**config.mk**
```make
export PLATFORM = sky130hd
export DESIGN_NAME = conv_result_summarizer
export DESIGN_NICKNAME = d
export VERILOG_FILES = /design/src/rtl/conv_result_summarizer.sv
export SDC_FILE = /design/constraint.sdc
export NUM_CORES = 1
export LEC_CHECK = 0
export CAP_MARGIN = 20
export CORE_MARGIN = 3
export CORE_UTILIZATION = 60
export CTS_BUF_LIST = sky130_fd_sc_hd__clkbuf_8 sky130_fd_sc_hd__clkbuf_16
export DETAILED_ROUTE_END_ITERATION = 12
export GPL_TIMING_DRIVEN = 0
export MAX_ROUTING_LAYER = met4
export PLACE_DENSITY = 0.79
export SLEW_MARGIN = 20
export SYNTH_ARGS = -nofsm -noshare
export SYNTH_HDL_FRONTEND = slang
export SYNTH_SLANG_ARGS = --single-unit
export TNS_END_PERCENT = 1
```
**constraint.sdc**
```tcl
create_clock -name clk -period 3.6 [get_ports clk]
set_clock_uncertainty 0.15 [all_clocks]
set_input_delay 1.08 -clock clk [delete_from_list [all_inputs] [get_ports clk]]
set_output_delay 1.08 -clock clk [all_outputs]
set_load 0.02 [all_outputs]
```
**src/rtl/conv_result_summarizer.sv**
```systemverilog
// Reduces each kernel's 25 convolution results to a max and a sum, and queues
// the per-kernel summaries in a small FIFO drained over a valid/ready interface.
module conv_result_summarizer #(
  parameter int DATA_W     = 8,
  parameter int NUM_KERNEL = 6,
  parameter int PER_KERNEL = 25,
  parameter int SUM_W      = 13,
  parameter int RES_DEPTH  = 4
) (
  input  logic              clk,
  input  logic              rst_n,
  input  logic              in_valid,
  input  logic [DATA_W-1:0] in_data,
  output logic              out_valid,
  input  logic              out_ready,
  output logic [2:0]        out_kernel_id,
  output logic [DATA_W-1:0] out_max,
  output logic [SUM_W-1:0]  out_sum,
  output logic              frame_done,
  output logic              overflow
);

  localparam int ELEM_W = $clog2(PER_KERNEL);
  localparam int KERN_W = 3;
  localparam int PTR_W  = $clog2(RES_DEPTH);
  localparam int CNT_W  = PTR_W + 1;

  typedef enum logic {
    IDLE,
    ACCUM
  } state_t;

  state_t state, state_next;

  logic [ELEM_W-1:0] elem_cnt;
  logic [KERN_W-1:0] kern_cnt;
  logic [DATA_W-1:0] acc_max;
  logic [SUM_W-1:0]  acc_sum;

  logic              last_elem;
  logic              last_kern;
  logic              frame_start;
  logic              frame_end;
  logic [SUM_W-1:0]  data_ext;
  logic [DATA_W-1:0] beat_max;
  logic [SUM_W-1:0]  beat_sum;

  logic [KERN_W-1:0] fifo_id  [RES_DEPTH];
  logic [DATA_W-1:0] fifo_max [RES_DEPTH];
  logic [SUM_W-1:0]  fifo_sum [RES_DEPTH];
  logic [PTR_W-1:0]  wr_ptr;
  logic [PTR_W-1:0]  rd_ptr;
  logic [CNT_W-1:0]  fifo_cnt;
  logic              fifo_full;
  logic              push_req;
  logic              push_ok;
  logic              pop;
  logic              drop;

  assign last_elem   = (elem_cnt == ELEM_W'(PER_KERNEL - 1));
  assign last_kern   = (kern_cnt == KERN_W'(NUM_KERNEL - 1));
  assign frame_start = in_valid && (state == IDLE);
  assign frame_end   = in_valid && last_elem && last_kern;
  assign data_ext    = {{(SUM_W - DATA_W){1'b0}}, in_data};

  always_ff @(posedge clk or negedge rst_n) begin
    if (!rst_n) begin
      state <= IDLE;
    end else begin
      state <= state_next;
    end
  end

  always_comb begin
    state_next = state;
    case (state)
      IDLE:    if (in_valid) state_next = ACCUM;
      ACCUM:   if (frame_end) state_next = IDLE;
      default: state_next = IDLE;
    endcase
  end

  // The summary of the current beat includes the beat itself, so the value
  // pushed on the last element is this combinational result, not acc_*.
  always_comb begin
    beat_max = in_data;
    beat_sum = data_ext;
    if (elem_cnt != '0) begin
      beat_sum = acc_sum + data_ext;
      if (acc_max > in_data) beat_max = acc_max;
    end
  end

  always_ff @(posedge clk or negedge rst_n) begin
    if (!rst_n) begin
      elem_cnt <= '0;
      kern_cnt <= '0;
      acc_max  <= '0;
      acc_sum  <= '0;
    end else if (in_valid) begin
      acc_max <= beat_max;
      acc_sum <= beat_sum;
      if (last_elem) begin
        elem_cnt <= '0;
        kern_cnt <= last_kern ? '0 : kern_cnt + KERN_W'(1);
      end else begin
        elem_cnt <= elem_cnt + ELEM_W'(1);
      end
    end
  end

  assign out_valid = (fifo_cnt != '0);
  assign fifo_full = (fifo_cnt == CNT_W'(RES_DEPTH));
  assign pop       = out_valid && out_ready;
  assign push_req  = in_valid && last_elem;
  // A pop in the same cycle frees the head slot, which the push then reuses.
  assign push_ok   = push_req && (!fifo_full || pop);
  assign drop      = push_req && fifo_full && !pop;

  always_ff @(posedge clk or negedge rst_n) begin
    if (!rst_n) begin
      for (int i = 0; i < RES_DEPTH; i++) begin
        fifo_id[i]  <= '0;
        fifo_max[i] <= '0;
        fifo_sum[i] <= '0;
      end
      wr_ptr   <= '0;
      rd_ptr   <= '0;
      fifo_cnt <= '0;
    end else begin
      if (push_ok) begin
        fifo_id[wr_ptr]  <= kern_cnt;
        fifo_max[wr_ptr] <= beat_max;
        fifo_sum[wr_ptr] <= beat_sum;
        wr_ptr           <= wr_ptr + PTR_W'(1);
      end
      if (pop) begin
        rd_ptr <= rd_ptr + PTR_W'(1);
      end
      case ({push_ok, pop})
        2'b10:   fifo_cnt <= fifo_cnt + CNT_W'(1);
        2'b01:   fifo_cnt <= fifo_cnt - CNT_W'(1);
        default: fifo_cnt <= fifo_cnt;
      endcase
    end
  end

  assign out_kernel_id = fifo_id[rd_ptr];
  assign out_max       = fifo_max[rd_ptr];
  assign out_sum       = fifo_sum[rd_ptr];

  // A drop on the opening beat of a frame wins over the clear.
  always_ff @(posedge clk or negedge rst_n) begin
    if (!rst_n) begin
      frame_done <= 1'b0;
      overflow   <= 1'b0;
    end else begin
      frame_done <= frame_end;
      if (drop) begin
        overflow <= 1'b1;
      end else if (frame_start) begin
        overflow <= 1'b0;
      end
    end
  end

endmodule

```
; ---- Word level (Yosys, flattened, before mapping)
; Cells that the tools add are included.
[totals]
ff_bits = 135
input_bits = 12
elab_cells = 86
[classes]
n_addsub = 7
order_cmp = 4
eq_ne = 5
mux = 29
bitwise = 3
n_reduce_logical = 16
[ops]
columns = operator, n
row1 = $bwmux 52, 1
row2 = $mux 13, 4
row3 = $mux 8, 5
row4 = $bwmux 32, 1
row5 = $bmux 13 s2, 1
row6 = $demux 13 s2, 1
row7 = $bmux 8 s2, 1
row8 = $demux 8 s2, 1
row9 = $add 13x8->13, 1
row10 = $bwmux 12, 1
row11 = $mux 3, 4
row12 = $gt 8x8->1, 1
row13 = $logic_and 1x1->1, 8
row14 = $add 3x1->3 const B, 2
row15 = $bmux 3 s2, 1
row16 = $demux 3 s2, 1
row17 = $eq 3x3->1 const B, 2
row18 = $ge 3x3->1 const B, 2
row19 = $not 2->3, 2
row20 = $pmux 3 s2, 1
row21 = $add 5x1->5 const B, 1
row22 = $eq 5x5->1 const B, 1
row23 = $mux 5, 1
row24 = $reduce_bool 5->1, 1
row25 = other kinds (13), 19

; ---- Longest topological paths before layout
; Gate-level depths: netlist of the first run.
[depth]
ltp_word = 6
depth_mapped = 10

; ---- Worst setup path before layout of the first run
; OpenSTA, ideal clock, no wires.
[synth_path]
kind = input port to flip-flop
start = in in_data[5]
end = reg acc_max[0]
setup_time_ns = 0.125
arrival_ns = 2.831
path_slack_ns = 0.494
stages = 8
path_cell_list = inv_1 > ha_1 > a211oi_1 > o21bai_1 > o31a_1 > buf_6 > a21oi_4 > mux2_2
[synth_between]
elab_chain_cells = 3
[synth_lines]
columns = element, line
row1 = start: declaration, 13  ; input logic [DATA_W-1:0] in_data,
row2 = $gt 8x8->1, 90  ; if (acc_max > in_data) beat_max = acc_max;
row3 = $mux 8, 90
row4 = $mux 8, 88  ; if (elem_cnt != '0) begin
row5 = end signal: assignment, 101  ; acc_max <= beat_max;
row6 = end: declaration, 37  ; logic [DATA_W-1:0] acc_max;
; No other way between the ends.
; A chain may end at the register's enable or synchronous reset.

; ---- Worst setup path in the final report of the first run
[layout_path]
start = reg rd_ptr[1]
end = out out_max[0]
[layout_between]
elab_chain_cells = 4
[layout_lines]
columns = element, line
row1 = start: declaration, 52  ; logic [PTR_W-1:0] rd_ptr;
row2 = start signal: assignment, 138  ; rd_ptr <= rd_ptr + PTR_W'(1);
row3 = $not 2->3 (implied by the code), 149  ; assign out_max = fifo_max[rd_ptr];
row4 = $bmux 8 s2, 149
row5 = $mux 8 (implied by the code) (2 in a row), 149
row6 = end: declaration, 17  ; output logic [DATA_W-1:0] out_max,
; No other way between the ends. The select of a mux whose other input is x is not followed.

==> flow_metrics.env, run 1 <==
export IMPL_vias=5335
export IMPL_grt_pass1_wl_um=28000
export IMPL_io_buffers=38
export IMPL_drive_gt1_frac=0.142
export IMPL_crit_type="register to primary output"
export IMPL_rsz0062_at_grt="no"
export IMPL_start_util=0.618
export IMPL_worstSetupEndpointType="primary output"
export IMPL_maxSlewViolCount=0
export IMPL_min_path_type="input pin to async pin"
export IMPL_drt_pass1_iter_count=5
export IMPL_final_util=0.729
export IMPL_ys_seq_area_frac=0.502
export IMPL_die_area_sq_mm=0.0125
export IMPL_first_iter_violations=482
export IMPL_period_needed_ns=3.47
export IMPL_antenna_found_initial=0
export IMPL_wl_per_cell_um=19.9
export IMPL_die_w_um=112
export IMPL_synth_edf_count=0
export IMPL_crit_fanout=10
export IMPL_powerDensity_mw_per_mm2=884
export IMPL_syn_area_sq_mm=0.00673
export IMPL_area_growth_pct=18.0
export IMPL_grt_total_usage=0.298
export IMPL_post_route_drc_count=0
export IMPL_postSynthAreaPerCell_sq_um=10.5
export IMPL_cts_buffers=17
export IMPL_cts_tree="yes"
export IMPL_cts_buffer_depth=2
export IMPL_drt_wl_total_um=16900
export IMPL_std_cell_rows=38
export IMPL_setup_viol=0
export IMPL_htreeDepth=4
export IMPL_async_reset_ff_frac=1.00
export IMPL_fin_crit_sh=0.965
export IMPL_nets=734
export IMPL_antenna_cells=0
export IMPL_peakVddDrop_mv=0.555
export IMPL_dp_hpwl_um=11700
export IMPL_cts_resized=32
export IMPL_status="finished clean"
export IMPL_grt_pass1_vias=5483
export IMPL_design_area_sq_mm=0.00794
export IMPL_hold_viol_final=0
export IMPL_p_leak_nw=3.70
export IMPL_clk_pin_slew_ns=0.06
export IMPL_via_per_inst=6.28
export IMPL_finalSetupTns_ns=0
export IMPL_place_area_sq_mm=0.00731
export IMPL_die_h_um=112
export IMPL_overflow=0
export IMPL_cts_sinks=135
export IMPL_mostFrequentLayoutCells="dfrtp_1, nand2_1, o21ai_0"
export IMPL_drtAntennaViolNets=0
export IMPL_power_mw=7.02
export IMPL_worst_ep_arrival_time_ns=2.24
export IMPL_slew_headroom=0.418
export IMPL_ys_flop_type="dfrtp_1"
export IMPL_fp_coreArea_sq_mm=0.0109
export IMPL_yosysWarnings=0
export IMPL_fmax_mhz=288
export IMPL_startpoint_type="register"
export IMPL_place_congestion=0.865
export IMPL_synth_distinct_cells=53
export IMPL_ys_ff_latch=135
export IMPL_postCtsHoldBufs=0
export IMPL_required_ns=2.37
export IMPL_synth_cells=641
export IMPL_cap_violations=0
export IMPL_postCtsSetupBuffers=0
export IMPL_root_buffer="clkbuf_8"
export IMPL_tightest_slew_ns=0.871
export IMPL_grt_max_degree=73
export IMPL_io_pins=39
export IMPL_layout_commonest_cell="dfrtp_1"
export IMPL_syn_nets=677
export IMPL_clkLatencyLatePin_ns=0.54
==> kinds of logic after synthesis <==
family,Yosys count,synth area share
multiplexers,45,0.115
buffers and inverters,58,0.0381
AO/OA/AOI/OAI,159,0.144
flip-flops,135,0.502
AND/OR/NAND/NOR,206,0.135
XOR/XNOR,14,0.0182
adder cells (fa/ha/maj),24,0.0469
==> Yosys cell counts, drive strengths merged, types with 2 or more instances <==
master,count,share of area
xor2,4,0.0052
nor3,5,0.0037
and3,4,0.0037
clkbuf,21,0.012
mux4,24,0.080
mux2,17,0.028
nor2,49,0.027
o211ai,2,0.0022
a211oi,5,0.0056
nand4,5,0.0047
a21o,7,0.0078
dfrtp,135,0.50
a22o,2,0.0026
and2,5,0.0047
o31ai,10,0.011
nand3,19,0.014
or3,4,0.0037
ha,22,0.041
o21ai,61,0.045
nand2,103,0.057
o21bai,2,0.0022
buf,17,0.015
a22oi,2,0.0022
fa,2,0.0060
nor4,2,0.0019
nor4b,2,0.0035
inv,19,0.011
a31oi,35,0.033
nor2b,2,0.0019
xnor2,10,0.013
a211o,2,0.0026
a21oi,24,0.020
mux2i,4,0.0060
and3b,2,0.0026
==> metrics by stage <==
| stage | setup WS (ns) | cells | hold slack [ns] |
|---|---|---|---|
| floorplan | 0.494 | 641 | 0.285 |
| global placement | -3.77 | 819 | 0.305 |
| detailed placement | -0.596 | 820 | 0.313 |
| CTS | 0.0992 | 850 | 0.328 |
| global route | 0.0700 | 850 | 0.345 |
| finish | 0.127 | 850 | 0.320 |
==> per-layer routing <==
| metal | global-route usage | wire length [um] |
|---|---|---|
| met5 | - | 0 |
| met4 | 0.130 | 466 |
| met3 | 0.0826 | 1110 |
| met2 | 0.446 | 8210 |
| met1 | 0.383 | 7160 |
==> sequential cells by signal (all words and copies together) (netlist names) <==
signal / count
fifo_id: 12
rd_ptr: 2
kern_cnt: 3
overflow: 1
wr_ptr: 2
state: 1
frame_done: 1
fifo_max: 32
fifo_cnt: 3
fifo_sum: 52
elem_cnt: 5
acc_sum: 13
acc_max: 8
==> path summary, 6_finish.rpt <==
| check | startpoint | to | slack, ns | cells after the start |
|---|---|---|---|---|
| max in group asynchronous | rst_n | fifo_sum[8] | 2.27 | 2 |
| hold reg to reg | fifo_id[6] | fifo_id[6] | 0.33 | 2 |
| hold / removal | rst_n | fifo_id[11] | 0.32 | 1 |
| setup reg to reg | elem_cnt[0] | fifo_sum[31] | 0.81 | 7 |
| min in group clk | fifo_id[6] | fifo_id[6] | 0.33 | 2 |
| setup / recovery | rd_ptr[1] | out_max[0] | 0.13 | 3 |
==> power by group <==
part / switching (mW) / total (mW) / internal [mW] / leakage, nW
Combinational: 1.67 / 2.85 / 1.18 / 1.63
Sequential: 0.345 / 2.37 / 2.03 / 1.77
Clock: 0.660 / 1.80 / 1.14 / 0.301
Total: 2.67 / 7.02 / 4.34 / 3.70
==> final cells by class <==
type / count / area (sq um)
buffer: 37 / 199
inverter: 20 / 75.1
clock buffer: 18 / 428
timing repair buffer: 39 / 390
tap: 140 / 175
clock inverter: 13 / 179
multi-input combinational: 448 / 3110
fill: 735 / 2950
sequential: 135 / 3380
==> worst max-delay path, cell delays in order (launching register included) <==
cell	delay [ns]
dfrtp_2	0.50
clkbuf_4	0.31
mux4_2	0.34
clkdlybuf4s50_1	0.55
No activity file was read; power rests on OpenSTA's default activity.
==> run 2: changes to the inputs <==
- CORE_ASPECT_RATIO: unset -> 1.75
==> run 2 against run 1 <==
  * Combinational power is 4% higher
  * Clock power is 7% lower
  * Highest routed layer unchanged
  * Global-route usage is 0.16 points higher
  * Design area is 0.24% lower
  * Clock-buffer cell count is 1 lower
  * Register-to-register slack better by 0.04 ns
  * Sequential cell count stayed put
  * Final cell count is 1.1% lower
==> flow_metrics.env, run 2 (synthesis results as in run 1) <==
export IMPL_cts_tree="yes"
export IMPL_crit_fanout=10
export IMPL_drt_pass1_iter_count=5
export IMPL_worstSetupEndpointType="primary output"
export IMPL_die_w_um=86.0
export IMPL_crit_buf_inv=2
export IMPL_power_mw=6.99
export IMPL_die_h_um=146
export IMPL_p_leak_nw=3.62
export IMPL_start_util=0.621
export IMPL_path_cells="buf_2 > mux4_2 > clkdlybuf4s50_1"
export IMPL_nFillCells=750
export IMPL_antenna_cells=0
export IMPL_status="finished clean"
export IMPL_fmax_mhz=278
export IMPL_fin_crit_sh=1.00
export IMPL_cp_slowest_cell="dfrtp_1"
export IMPL_setup_viol=0
export IMPL_powerDensity_mw_per_mm2=883
export IMPL_rrSetupSlack_ns=0.85
export IMPL_use_met3=0.0474
export IMPL_final_util=0.731
export IMPL_mostFrequentLayoutCells="dfrtp_1, nand2_1, o21ai_0"
export IMPL_hold_viol_final=0
export IMPL_cp_startpoint="rd_ptr[1]"
export IMPL_rsz0062_at_grt="yes"
export IMPL_nets=734
export IMPL_cpLargestDelayFamily="buffers and inverters"
export IMPL_grt_pass1_vias=5636
export IMPL_crit_type="register to primary output"
export IMPL_root_buffer="clkbuf_16"
export IMPL_fp_coreArea_sq_mm=0.0108
export IMPL_startpoint_type="register"
export IMPL_worst_ep_arrival_time_ns=2.37
export IMPL_overflow=0
export IMPL_cts_sinks=135
export IMPL_place_congestion=0.895
export IMPL_wl_per_cell_um=20.5
export IMPL_vias=5406
export IMPL_grt_max_degree=81
export IMPL_r2r_cells=8
export IMPL_crit_end="out_sum[7]"
export IMPL_design_area_sq_mm=0.00792
export IMPL_clkLatencyLatePin_ns=0.42
export IMPL_gr_max_usage_layer="met2"
export IMPL_clk_pin_slew_ns=0.06
export IMPL_io_buffers=38
export IMPL_r2r_end="fifo_max[28]"
export IMPL_cts_buffers=17
export IMPL_die_area_sq_mm=0.0126
export IMPL_antenna_found_initial=0
export IMPL_maxSlewViolCount=0
export IMPL_via_per_inst=6.43
export IMPL_post_route_drc_count=0
export IMPL_r2r_start="elem_cnt[0]"
export IMPL_first_iter_violations=439
export IMPL_drtAntennaViolNets=0
export IMPL_peakVddDrop_mv=0.577
export IMPL_reg_top3="fifo_sum: 52 flops, fifo_max: 32 flops, acc_sum: 13 flops"
export IMPL_htreeDepth=4
export IMPL_cap_violations=0
export IMPL_std_cell_rows=50
export IMPL_drive_gt1_frac=0.143
export IMPL_critPathMaxStageDelay_ns=0.60
export IMPL_grt_total_usage=0.299
export IMPL_grt_util_met2=0.488
export IMPL_postCtsHoldBufs=0
export IMPL_slew_headroom=0.397
export IMPL_place_area_sq_mm=0.00730
export IMPL_cts_buffer_depth=2
export IMPL_top_register="fifo_sum"
export IMPL_grt_pass1_wl_um=28100
export IMPL_largest_reg_flops=52
export IMPL_tightest_slew_ns=0.902
export IMPL_area_growth_pct=17.7
export IMPL_dp_hpwl_um=11900
export IMPL_required_ns=2.37
export IMPL_min_path_type="register to register"
export IMPL_drt_wl_total_um=17300
export IMPL_use_met1=0.344
export IMPL_period_needed_ns=3.60
export IMPL_critical_path_cell_count=3
export IMPL_io_pins=39
export IMPL_layout_commonest_cell="dfrtp_1"
[run 2: metal layers]
layer | vias up | part of all wire
li1 | 2415 | -
met2 | 245 | 0.53
met4 | 0 | 0.053
met5 | - | 0
met1 | 2682 | 0.37
met3 | 64 | 0.051
[run 2: timing repair]
action                                  CTS  global route
setup buffers                             0             0
endpoints found under the setup margin   60            53
pin swaps                                 1             1
gates resized for setup                  15             7
[run 2: worst min-delay path by stage]
stage	slack (ns)	cells after the start	start	endpoint
5_1_grt	0.36	2	fifo_sum[46]	fifo_sum[46]
4_1_cts	0.33	2	fifo_id[3]	fifo_id[3]
3_5_place_dp	0.31	2	fifo_id[3]	fifo_id[3]
6_report	0.32	2	fifo_id[3]	fifo_id[3]
2_1_floorplan	0.28	1	state	state
3_3_place_gp	0.30	1	state	state
[run 2: cell type report]
| class | instances | area (sq um) | area share |
|---|---|---|---|
| flip-flops and latches | 135 | 3380 | 0.427 |
| clock inverters | 15 | 139 | 0.0175 |
| multi-input cells | 448 | 3130 | 0.395 |
| inverters | 20 | 75.1 | 0.00948 |
| clock buffers | 17 | 425 | 0.0537 |
| plain buffers | 37 | 196 | 0.0248 |
| well taps | 130 | 163 | 0.0205 |
| repair buffers | 39 | 409 | 0.0517 |
[run 2: through the flow]
step / hold WS (ns) / std cells / TNS (ns) / setup WS, ns
global route: 0.358 / 841 / -0.0466 / -0.0341
global placement: 0.300 / 809 / -513.63 / -3.63
floorplan: 0.285 / 641 / 0 / 0.494
CTS: 0.325 / 841 / 0 / 0.0198
detailed placement: 0.310 / 810 / -32.75 / -0.683
finish: 0.322 / 841 / 0 / 0.000534
[run 2: worst reg2reg max path: stages, from the launching register on]
cell	delay (ns)
dfrtp_1	0.40
inv_1	0.10
ha_1	0.22
and3b_1	0.23
and4b_1	0.27
and2_1	0.26
clkbuf_1	0.46
buf_2	0.37
a31oi_1	0.14
[run 2: where the power goes]
part,leakage (nW),internal [mW],switching [mW]
registers,1.77,2.03,0.344
logic,1.56,1.25,1.70
clock network,0.290,1.01,0.664
